===== src/rtl/dizy_ctrl_pkg.sv =====
// Shared types and defaults for the DIZY command/response controller.
package dizy_ctrl_pkg;

  localparam int DIZY_SIZE_STATE = 128;
  localparam int DIZY_SIZE_KEY   = 128;

  typedef enum logic [1:0] {
    S_IDLE  = 2'd0,
    S_PULSE = 2'd1,
    S_WAIT  = 2'd2,
    S_OUT   = 2'd3
  } state_e;

  typedef enum logic {
    OP_KEY   = 1'b0,
    OP_BLOCK = 1'b1
  } op_e;

endpackage


===== src/rtl/dizy_ctrl_outbuf.sv =====
// Keystream holding register: loads one block, holds it until consumed.
module dizy_ctrl_outbuf #(
  parameter int W = 128
) (
  input  logic         clk,
  input  logic         rst_n,
  input  logic         load_i,
  input  logic [W-1:0] data_i,
  input  logic         ready_i,
  output logic         valid_o,
  output logic [W-1:0] data_o
);

  logic         valid_q, valid_d;
  logic [W-1:0] data_q, data_d;

  always_comb begin
    valid_d = valid_q;
    data_d  = data_q;
    if (load_i) begin
      valid_d = 1'b1;
      data_d  = data_i;
    end else if (valid_q && ready_i) begin
      valid_d = 1'b0;
    end
  end

  always_ff @(posedge clk or negedge rst_n) begin
    if (!rst_n) begin
      valid_q <= 1'b0;
      data_q  <= '0;
    end else begin
      valid_q <= valid_d;
      data_q  <= data_d;
    end
  end

  assign valid_o = valid_q;
  assign data_o  = data_q;

endmodule


===== src/rtl/dizy_ctrl.sv =====
// DIZY core sequencer: KEY/BLOCK commands in, keystream blocks out.
// Optional per-key block limit: DIZY_CTRL_BLOCK_LIMIT_EN.
module dizy_ctrl
  import dizy_ctrl_pkg::*;
#(
  parameter int SIZE_STATE = DIZY_SIZE_STATE,
  parameter int SIZE_KEY   = DIZY_SIZE_KEY,
  parameter int MAX_BLOCKS = 1024
) (
  input  logic                  clk,
  input  logic                  rst_n,
  input  logic                  cmd_valid,
  output logic                  cmd_ready,
  input  logic                  cmd_op,
  input  logic [SIZE_KEY-1:0]   cmd_data,
  output logic                  ks_valid,
  input  logic                  ks_ready,
  output logic [SIZE_STATE-1:0] ks_data,
  output logic                  keyed,
  output logic                  err,
  output logic                  core_load,
  output logic                  core_next,
  output logic [SIZE_KEY-1:0]   core_key,
  input  logic                  core_busy,
  input  logic [SIZE_STATE-1:0] core_state
`ifdef DIZY_CTRL_BLOCK_LIMIT_EN
  ,
  output logic [$clog2(MAX_BLOCKS+1)-1:0] blocks_left
`endif
);

  if (MAX_BLOCKS < 1) begin : g_bad_max
    $error("MAX_BLOCKS must be at least 1");
  end

  state_e              state_q, state_d;
  op_e                 op_q;
  logic [SIZE_KEY-1:0] key_q;
  logic                keyed_q, err_q, armed_q;
  logic                accept, reject, start;
  logic                done, cap, limit_hit;

  assign cmd_ready = rst_n && (state_q == S_IDLE);
  assign accept    = cmd_valid && cmd_ready;
  assign reject    = accept && (cmd_op == OP_BLOCK)
                   && (!keyed_q || limit_hit);
  assign start     = accept && !reject;
  // busy sampled on the first WAIT edge is stale, so wait one edge
  assign done      = (state_q == S_WAIT) && armed_q && !core_busy;
  assign cap       = done && (op_q == OP_BLOCK);

`ifdef DIZY_CTRL_BLOCK_LIMIT_EN
  localparam int            CW   = $clog2(MAX_BLOCKS+1);
  localparam logic [CW-1:0] MAXC = CW'(MAX_BLOCKS);

  logic [CW-1:0] cnt_q, cnt_d;

  assign limit_hit = (cnt_q == MAXC);

  always_comb begin
    cnt_d = cnt_q;
    if (start) begin
      if (cmd_op == OP_KEY) cnt_d = '0;
      else                  cnt_d = cnt_q + 1'b1;
    end
  end

  always_ff @(posedge clk or negedge rst_n) begin
    if (!rst_n) cnt_q <= '0;
    else        cnt_q <= cnt_d;
  end

  assign blocks_left = keyed_q ? (MAXC - cnt_q) : '0;
`else
  assign limit_hit = 1'b0;
`endif

  always_ff @(posedge clk or negedge rst_n) begin
    if (!rst_n) begin
      state_q <= S_IDLE;
      op_q    <= OP_KEY;
      key_q   <= '0;
      keyed_q <= 1'b0;
      err_q   <= 1'b0;
      armed_q <= 1'b0;
    end else begin
      state_q <= state_d;
      err_q   <= reject;
      armed_q <= (state_q == S_WAIT);
      if (start) begin
        key_q <= cmd_data;
        op_q  <= op_e'(cmd_op);
      end
      if (done && (op_q == OP_KEY)) keyed_q <= 1'b1;
    end
  end

  always_comb begin
    state_d = state_q;
    unique case (state_q)
      S_IDLE:  if (start) state_d = S_PULSE;
      S_PULSE: if (!core_busy) state_d = S_WAIT;
      S_WAIT:  if (done) begin
        state_d = (op_q == OP_BLOCK) ? S_OUT : S_IDLE;
      end
      S_OUT:   if (ks_valid && ks_ready) state_d = S_IDLE;
      default: state_d = S_IDLE;
    endcase
  end

  // a restart is held off while a pre-reset run is still busy
  always_comb begin
    core_load = 1'b0;
    core_next = 1'b0;
    if ((state_q == S_PULSE) && !core_busy) begin
      core_load = (op_q == OP_KEY);
      core_next = (op_q == OP_BLOCK);
    end
  end

  assign core_key = key_q;
  assign keyed    = keyed_q;
  assign err      = err_q;

  dizy_ctrl_outbuf #(
    .W(SIZE_STATE)
  ) u_outbuf (
    .clk    (clk),
    .rst_n  (rst_n),
    .load_i (cap),
    .data_i (core_state),
    .ready_i(ks_ready),
    .valid_o(ks_valid),
    .data_o (ks_data)
  );

endmodule

===== config.mk =====
export PLATFORM = sky130hd
export DESIGN_NAME = dizy_ctrl
export DESIGN_NICKNAME = d
export VERILOG_FILES = /design/src/rtl/dizy_ctrl_pkg.sv /design/src/rtl/dizy_ctrl_outbuf.sv /design/src/rtl/dizy_ctrl.sv
export SDC_FILE = /design/constraint.sdc
export NUM_CORES = 1
export LEC_CHECK = 0
export ABC_CLOCK_PERIOD_IN_PS = 2850
export BUFFER_PORTS_ARGS = -buffer_cell sky130_fd_sc_hd__buf_4
export CAP_MARGIN = 20
export CORE_AREA = 2 2 201 203
export CTS_CLUSTER_SIZE = 40
export DETAILED_ROUTE_END_ITERATION = 8
export DIE_AREA = 0 0 203 205
export HOLD_SLACK_MARGIN = 0.03
export PLACE_DENSITY = 0.48
export SLEW_MARGIN = 20
export SYNTH_ARGS = -nofsm -noshare
export SYNTH_HDL_FRONTEND = slang
export SYNTH_HIERARCHICAL = 1
export SYNTH_SLANG_ARGS = --single-unit

===== constraint.sdc =====
create_clock -name clk -period 2.85 [get_ports clk]
set_input_delay 0.285 -clock clk [delete_from_list [all_inputs] [get_ports clk]]
set_output_delay 0.285 -clock clk [all_outputs]
set_load 0.01 [all_outputs]

Word level (Yosys, flattened, before mapping)

Index checks and enable logic that the tools add are counted.

Register bits: 263
Logic and storage cells: 43

Eq/ne operators: 7
Multiplexer cells: 10
Bitwise gates (word level): 1
Reduce and logical (&&, ||, !) cells: 17

Operators with widths:

| operator                                             | count |
|---|---|
| logical AND 1 bit                                    | 11 |
| two-way mux 2 bit                                    | 5 |
| != test 2 bit (second input constant)                | 4 |
| one-hot mux 2 bit (4 select lines)                   | 1 |
| equality test 2 bit (second input constant)          | 2 |
| two-way mux 1 bit                                    | 4 |
| AND reduction 4 bit                                  | 1 |
| logical NOT 1 bit                                    | 3 |
| equality test 2 x 1 -> 1 bit (second input constant) | 1 |
| logical NOT 2 bit                                    | 1 |
| nonzero test 2 bit                                   | 1 |
| inverter 1 bit                                       | 1 |

Depth between registers and ports, before layout

Gate-level depths: netlist of the first run.

Depth after elaboration: 9
Gate-level depth with buffers: 6

Modules after synthesis

The synthesis of the first run kept the hierarchy.

Modules (own cells, without submodules):

| module           | times used | cells each | area each (um^2) | sequential area each (um^2) |
|---|---|---|---|---|
| dizy_ctrl        | 1          | 301        | 5514.0           | 3353.2 |
| dizy_ctrl_outbuf | 1          | 273        | 4832.1           | 3228.1 |

Least setup slack after synthesis of the first run

OpenSTA, ideal clock, no wires.

Kind: reg-to-reg
Start: reg state_q[1]
End: reg u_outbuf.data_q[100] (netlist: u_outbuf/data_o[100])
Setup time: 125 ps
Data arrival time: 1479 ps
Required time: 2725 ps
Path slack: 1246 ps
Stages on the path, launching flop included: 7
Cell sequence: dfrtp_1 buf_4 nor2b_1 and3_1 buf_6 buf_6 mux2_2

Longest elaborated chain between the ends: 4

Ends and longest elaborated chain:

| element                         | line                   | RTL |
|---|---|---|
| start, declared                 | dizy_ctrl.sv:36        | `state_e state_q, state_d;` |
| start signal, assigned          | dizy_ctrl.sv:87        | `state_q <= state_d;` |
| equality test 2 bit             | dizy_ctrl.sv:49        | `assign done = (state_q == S_WAIT) && armed_q && !core_busy;` |
| logical AND 1 bit (2 in series) | dizy_ctrl.sv:49        |  |
| logical AND 1 bit               | dizy_ctrl.sv:50        | `assign cap = done && (op_q == OP_BLOCK);` |
| via cap                         | dizy_ctrl.sv:41        | `logic done, cap, limit_hit;` |
| end signal, assigned            | dizy_ctrl_outbuf.sv:34 | `data_q <= data_d;` |
| end, declared                   | dizy_ctrl_outbuf.sv:15 | `logic [W-1:0] data_q, data_d;` |

The timed path passes the listed nets, and every way through them passes these cells.
A chain may end at the register's enable or synchronous reset.

Worst setup path after layout of the first run

Start: in rst_n
End: out cmd_ready

Longest elaborated chain between the ends: 1

Ends and longest elaborated chain:

| element           | line            | RTL |
|---|---|---|
| start, declared   | dizy_ctrl.sv:11 | `input logic rst_n,` |
| logical AND 1 bit | dizy_ctrl.sv:43 | `assign cmd_ready = rst_n && (state_q == S_IDLE);` |
| end, declared     | dizy_ctrl.sv:13 | `output logic cmd_ready,` |

No other way between the ends.

==> results of run 1 <==
metal layers:
metal	vias to the layer above	wire (µm)
met2	320	16830
met5	-	0
met1	3773	12440
li1	3626	-
met4	0	850
met3	49	2786
power by group:
part / switching, mW / total (mW) / internal [mW] / leakage, nW
logic: 2.90 / 7.62 / 4.71 / 5.44
registers: 1.04 / 6.61 / 5.56 / 3.21
clock network: 1.66 / 4.36 / 2.70 / 0.578
stage by stage:
step	utilization [%]	power [mW]
final	47.18	18.58
after global placement	37.64	14.01
after global routing	47.18	19.63
after floorplan	-	10.09
after detailed placement	37.64	14.04
after CTS	47.18	18.87
cells by family (layout without fill, tap and decap cells):
family	after synthesis	in the layout	synth area share [%]
buffers and inverters	32	859	3.108
flip-flops	263	263	63.61
AND/OR/NAND/NOR	17	17	1.076
multiplexers	256	256	31.82
AO/OA/AOI/OAI	6	6	0.3870
registers in the layout (all words and copies together) (netlist names):
register	flops
armed_q	1
core_key	128
err	1
keyed	1
op_q	1
state_q	2
u_outbuf/data_o	128
u_outbuf/valid_o	1
worst reg2reg max path, stage by stage (launching register included):
cell	delay [ns]
dfrtp_1	0.47
nor2b_1	0.25
and3_4	0.53
buf_12	0.34
mux2_2	0.41
synth_stat cells, drive strengths merged (2+ instances only):
cell type	number
buf	29
dfrtp	263
inv	3
mux2	256
nor2	3
nor2b	3
nor4	2
worst min path at each step:
stage | startpoint | endpoint | slack [ns] | cells past startpoint
2_1_floorplan | rst_n | armed_q$_DFF_PN0_ | -0.01 | 0
3_3_place_gp | rst_n | core_key[63]$_DFFE_PN0P_ | 0.47 | 2
3_5_place_dp | rst_n | u_outbuf/data_o[88]$_DFFE_PN0P_ | 0.48 | 2
4_1_cts | cmd_valid | err$_DFF_PN0_ | 0.04 | 3
5_1_grt | cmd_valid | err$_DFF_PN0_ | 0.08 | 3
6_report | cmd_valid | err$_DFF_PN0_ | 0.09 | 3
layout make-up:
class | count | area (µm²) | share of cell area (%)
multi-input combinational | 279 | 3462 | 18.64
timing repair buffer | 795 | 6699 | 36.07
clock buffer | 45 | 1016 | 5.470
clock inverter | 16 | 146.4 | 0.7882
sequential | 263 | 6581 | 35.44
inverter | 3 | 11.26 | 0.06063
tap | 525 | 656.9 | 3.537
what timing repair did:
action,in CTS,in global routing
hold buffers,259,0
hold endpoints to repair,408,0
setup buffers,0,0
placed cells by master (no fill, tap or decap):
master         instances
mux2_2               147
a21oi_1                1
clkbuf_16             37
a21o_1                 1
nand2b_1               1
nand4bb_1              1
inv_1                  3
clkinvlp_4             2
a31o_2                 1
nor3b_1                1
buf_4                529
nor4_1                 2
clkbuf_8               6
nand4_1                1
and3_4                 1
nand3_1                1
bufinv_16              2
clkinv_4               2
nor2b_1                3
nor2_1                 3
o211ai_1               1
clkinv_2               9
buf_8                  1
dfrtp_1              263
and4bb_1               1
dlygate4sd3_1        259
inv_6                  1
nand2_8                1
mux2_4               109
clkbuf_1               2
o21ai_0                1
a31oi_1                1
buf_12                 6
nand3b_1               1
==> results.sh, run 1 <==
export IMPL_firstDrtPassIters=4
export IMPL_clkLatencyLatePin_ns=0.52
export IMPL_setup_viol=0
export IMPL_ys_seq_area_share_pct=63.61
export IMPL_critical_path_top_delay_family="buffers and inverters"
export IMPL_placed_cells=1606
export IMPL_antenna_found_initial=0
export IMPL_met1_usage_pct=17.47
export IMPL_criticalPathCategory="input port to output pin"
export IMPL_crit_top_cell="buf_4"
export IMPL_overflow=0
export IMPL_syn_area_mm2=0.01035
export IMPL_ctsResizeCount=0
export IMPL_ys_warn_count=6
export IMPL_post_dp_cell_area_mm2=0.01482
export IMPL_synthToLayoutAreaGrowth_pct=79.51
export IMPL_finish_instance_area_mm2=0.01857
export IMPL_die_x_um=203
export IMPL_syn_avg_cell_area_um2=18.02
export IMPL_cp_endpoint="cmd_ready"
export IMPL_setup_tns_ns=0
export IMPL_slew_viol_final=0
export IMPL_ctsRootBufferMaster="clkbuf_16"
export IMPL_cp_depth=5
export IMPL_post_drt_wl_per_cell_um=17.09
export IMPL_start_util_pct=26.28
export IMPL_core_area_mm2=0.03937
export IMPL_max_freq_mhz=429.0
export IMPL_holdWs_ns=0.09419
export IMPL_ff2ff_path_depth=4
export IMPL_grt_met2_usage_pct=26.96
export IMPL_synth_edf_count=0
export IMPL_place_congestion=0.7134
export IMPL_drive_gt1_share_pct=60.96
export IMPL_drt_wl_total_mm=32.91
export IMPL_hp_class="input port to flop"
export IMPL_portBuffers=523
export IMPL_clk_pin_slew_worst_paths_ns=0.06
export IMPL_synth_top_area_share_pct=63.61
export IMPL_n_antenna_cell=0
export IMPL_netlist_top_cells_area="dfrtp_1 64%, mux2_2 16%, mux2_4 16%"
export IMPL_clockBufferDepth=3
export IMPL_ir_drop_v=0.0005534
export IMPL_place_detailed_hpwl_mm=22.90
export IMPL_power_leakage_nw=9.222
export IMPL_synth_cells=574
export IMPL_cap_violations=0
export IMPL_max_stage_delay_ns=0.58
export IMPL_path_buf_inv=4
export IMPL_endpoint_kind="output pin"
export IMPL_period_needed_ns=2.331
export IMPL_top_usage_layer="met2"
export IMPL_cts_htree_levels=2
export IMPL_cpMaxStageDelayCell="dlygate4sd3_1"
export IMPL_std_cell_rows=73
export IMPL_die_area_mm2=0.04162
export IMPL_synth_main_ff_cell="dfrtp_1"
export IMPL_nets=1638
export IMPL_grt_pass1_wl_mm=49.52
export IMPL_ys_seq_elements=263
export IMPL_grtUsageTotal_pct=15.41
export IMPL_cp_cell_sequence="dlygate4sd3_1, buf_8, buf_4, nor3b_1, buf_4"
export IMPL_first_global_vias=8586
export IMPL_drc=0
export IMPL_numCtsBuffers=34
export IMPL_ant_nets=0
export IMPL_grt_max_degree=100
export IMPL_crit_path_max_fanout=55
export IMPL_place_ws_ns=0.7152
export IMPL_met3_usage_pct=4.995
export IMPL_fin_cells=1926
export IMPL_cp_startpoint="rst_n"
export IMPL_regToRegStartpoint="state_q[1]$_DFFE_PN0P_"
export IMPL_status="complete, no violations"
export IMPL_vias=7768
export IMPL_period_share_pct=81.80
export IMPL_async_flop_share_pct=100.0
export IMPL_yosysTopAreaCell="dfrtp_1"
export IMPL_worst_clock_skew_ns=0.01072
export IMPL_fill_cells=3491
export IMPL_ys_types=25
export IMPL_tritoncts="done"
export IMPL_power_density_mw_per_mm2=1000
export IMPL_rsz0062_at_grt="no"
export IMPL_drtIter0Drc=280
export IMPL_worst_pin_slew_ns=0.9228
export IMPL_die_h_um=205
export IMPL_cp_required_ns=2.57
export IMPL_avgViaCountPerCell=4.033
export IMPL_finalHoldViolations=0
export IMPL_worst_r2r_endpoint="u_outbuf/data_o[92]$_DFFE_PN0P_"
export IMPL_critPathArrivalTime_ns=2.05
export IMPL_num_io_pins=524
export IMPL_clkSinkCount=263
export IMPL_cp_start_kind="input port"
export IMPL_worst_slack_ns=0.5188
export IMPL_syn_nets=836
export IMPL_slew_headroom_pct=38.48
export IMPL_r2r_slack_ns=0.73
Power figures use the tool's default switching activity.
==> run 2, diff against run 1 <==
Settings changed: ABC_AREA from default to 1, ABC_CLOCK_PERIOD_IN_PS 2850 to 2000, CORE_AREA 2 2 201 203 to 2 2 204 206, DIE_AREA 0 0 203 205 to 0 0 206 208.
Clock period 2.85 ns to 2 ns, I/O delays scaled along.
==> run 2 against run 1 <==
Against the previous run: non-clock buffer count up 5; critical path type is now flop to flop; worst setup slack worse by 0.30 ns; routed wire length up 15%; clock power up 36%; die area up 3.0%.
==> results.sh, run 2 <==
export IMPL_cp_cell_sequence="inv_1, nand2_1, inv_1, nand2_1, nor2_4, buf_12, nand2_1, nand2_1"
export IMPL_place_congestion=0.8135
export IMPL_period_share_pct=88.84
export IMPL_switching_power_mw=8.427
export IMPL_met1_usage_pct=20.49
export IMPL_ys_types=17
export IMPL_drtIter0Drc=659
export IMPL_hp_class="input port to async pin"
export IMPL_holdWs_ns=0.1311
export IMPL_n_antenna_cell=0
export IMPL_die_x_um=206
export IMPL_switching_share_pct=34.37
export IMPL_slew_headroom_pct=42.58
export IMPL_status="complete, no violations"
export IMPL_num_io_pins=524
export IMPL_regToRegStartpoint="state_q[0]$_DFFE_PN0P_"
export IMPL_p_seq_share_pct=37.2
export IMPL_fin_util_pct=44.95
export IMPL_clkLatencyLatePin_ns=0.52
export IMPL_overflow=0
export IMPL_cap_violations=0
export IMPL_nets=2173
export IMPL_cts_setup_buffers=0
export IMPL_netlist_top_cells_area="dfrtp_1 66%, nand2_1 29%, buf_4 2.2%"
export IMPL_power_density_mw_per_mm2=1345
export IMPL_rsz0062_at_grt="no"
export IMPL_finish_instance_area_mm2=0.01823
export IMPL_criticalPathCategory="flop to flop"
export IMPL_internal_power_mw=16.09
export IMPL_top_usage_layer="met2"
export IMPL_numCtsBuffers=34
export IMPL_synth_main_ff_cell="dfrtp_1"
export IMPL_syn_area_mm2=0.01003
export IMPL_setup_viol=0
export IMPL_critical_path_top_delay_family="simple AND/OR/NAND/NOR gates"
export IMPL_worst_clock_skew_ns=0.01079
export IMPL_cp_depth=8
export IMPL_portBuffers=523
export IMPL_period_needed_ns=1.777
export IMPL_async_flop_share_pct=100.0
export IMPL_crit_path_max_fanout=85
export IMPL_post_drt_wl_per_cell_um=15.36
export IMPL_ir_drop_v=0.0006742
export IMPL_vias=9988
export IMPL_finalHoldViolations=0
export IMPL_drc=0
export IMPL_slew_viol_final=0
export IMPL_finalPower_mw=24.52
export IMPL_die_h_um=208
export IMPL_fin_cells=2463
export IMPL_ys_seq_elements=263
export IMPL_placed_cells=2146
export IMPL_clkSinkCount=263
export IMPL_layout_common_cells="779 x nand2_1, 527 x buf_4, 263 x dfrtp_1"
export IMPL_worst_r2r_endpoint="u_outbuf/data_o[64]$_DFFE_PN0P_"
export IMPL_setup_tns_ns=0
export IMPL_yosysTopAreaCell="dfrtp_1"
export IMPL_clk_pin_slew_worst_paths_ns=0.06
export IMPL_synthToLayoutAreaGrowth_pct=81.79
export IMPL_firstDrtPassIters=4
export IMPL_synth_cells=1132
export IMPL_drive_gt1_share_pct=30.71
export IMPL_core_area_mm2=0.04055
export IMPL_ys_warn_count=6
export IMPL_synth_top_area_share_pct=65.64
export IMPL_pwr_share_clk_pct=24.2
export IMPL_place_ws_ns=0.2395
export IMPL_grt_pass1_wl_mm=58.16
export IMPL_endpoint_kind="flop"
export IMPL_avgViaCountPerCell=4.055
export IMPL_drt_wl_total_mm=37.83
export IMPL_ys_seq_area_share_pct=65.64
export IMPL_post_dp_cell_area_mm2=0.01454
export IMPL_crit_top_cell="nand2_1"
export IMPL_tritoncts="done"
export IMPL_layout_commonest_cell="nand2_1"
export IMPL_critPathArrivalTime_ns=2.23
export IMPL_power_leakage_nw=9.866
export IMPL_met3_usage_pct=4.527
export IMPL_cp_required_ns=2.45
export IMPL_pwr_share_comb_pct=38.6
export IMPL_first_global_vias=10331
export IMPL_synth_edf_count=0
export IMPL_syn_avg_cell_area_um2=8.858
export IMPL_fill_cells=3938
export IMPL_start_util_pct=24.73
export IMPL_antenna_found_initial=0
export IMPL_ff2ff_path_depth=8
export IMPL_max_stage_delay_ns=0.44
export IMPL_grt_met2_usage_pct=29.41
export IMPL_ctsRootBufferMaster="clkbuf_16"
export IMPL_clockBufferDepth=3
export IMPL_grtUsageTotal_pct=17.26
export IMPL_path_buf_inv=3
export IMPL_die_area_mm2=0.04285
export IMPL_place_detailed_hpwl_mm=25.96
export IMPL_worst_pin_slew_ns=0.8614
export IMPL_cp_start_kind="flop"
export IMPL_syn_nets=1394
export IMPL_worst_slack_ns=0.2231
export IMPL_max_freq_mhz=562.8
export IMPL_std_cell_rows=74
export IMPL_cts_htree_levels=2
export IMPL_cpMaxStageDelayCell="dfrtp_1"
export IMPL_ant_nets=0
export IMPL_synth_most_common_cell="nand2_1"
export IMPL_r2r_slack_ns=0.22
export IMPL_grt_max_degree=131
export IMPL_synthTopCellsByCount="779 x nand2_1, 263 x dfrtp_1, 29 x buf_4"
[run 2: cell types whose count changed in the layout (fill, tap and decap cells not counted), sizes merged, moves of 2 or more]
cell / delta
clkinv: -7
nor2: +8
mux2: -256
nand3: +3
dlygate4sd3: +2
inv: +6
nor2b: -3
nand2: +778
clkbuf: +5
a21oi: +2
nor4: -2
buf: +3
[run 2: worst max-delay path by stage]
| stage | from | end | slack (ns) |
|---|---|---|---|
| 2_1_floorplan | state_q[0]$_DFFE_PN0P_ | u_outbuf/data_o[100]$_DFFE_PN0P_ | 0.55 |
| 3_3_place_gp | state_q[0]$_DFFE_PN0P_ | u_outbuf/data_o[43]$_DFFE_PN0P_ | 0.28 |
| 3_5_place_dp | state_q[0]$_DFFE_PN0P_ | u_outbuf/data_o[54]$_DFFE_PN0P_ | 0.24 |
| 4_1_cts | state_q[0]$_DFFE_PN0P_ | u_outbuf/data_o[52]$_DFFE_PN0P_ | 0.22 |
| 5_1_grt | state_q[0]$_DFFE_PN0P_ | u_outbuf/data_o[64]$_DFFE_PN0P_ | 0.06 |
| 6_report | state_q[0]$_DFFE_PN0P_ | u_outbuf/data_o[64]$_DFFE_PN0P_ | 0.22 |
[run 2: layer usage]
layer	vias to the layer above	part of all wire, %
met5	-	0
met4	0	3.3
met3	66	7.3
met2	368	49
met1	4597	40
li1	4957	-
[run 2: what timing repair did]
action                                 in CTS  in global routing
endpoints found under the hold margin     461                  0
gates resized for setup                     0                  0
hold buffers                              261                  0
[run 2: final cells by class]
class / count / area, µm² / area share (%)
clock buffer: 50 / 1012 / 5.553
clock inverter: 6 / 61.31 / 0.3363
inverter: 10 / 41.29 / 0.2265
multi-input combinational: 802 / 3063 / 16.80
sequential: 263 / 6581 / 36.10
tap: 532 / 665.6 / 3.652
timing repair buffer: 800 / 6804 / 37.33
[run 2: worst register-to-register path, stage by stage, from the launching register on]
cell	delay, ns
dfrtp_1	0.44
inv_1	0.13
nand2_1	0.10
inv_1	0.08
nand2_1	0.10
nor2_4	0.24
buf_12	0.37
nand2_1	0.15
nand2_1	0.11
[run 2: power groups by stage]
stage | registers, mW | clock network [mW] | logic (mW)
after floorplan | 10.2 | 0 | 2.58
after global placement | 9.10 | 0 | 9.11
after detailed placement | 9.15 | 0 | 9.17
after CTS | 9.12 | 6.16 | 9.60
after global routing | 9.44 | 6.35 | 10.4
final | 9.13 | 5.94 | 9.46
[run 2: logic make-up (layout without fill, tap and decap cells)]
kind of cell | Yosys count | after routing | synth area share, %
flops | 263 | 263 | 65.64
buf+inv | 67 | 866 | 3.981
simple gates | 796 | 796 | 30.05
compound gates | 6 | 6 | 0.3369
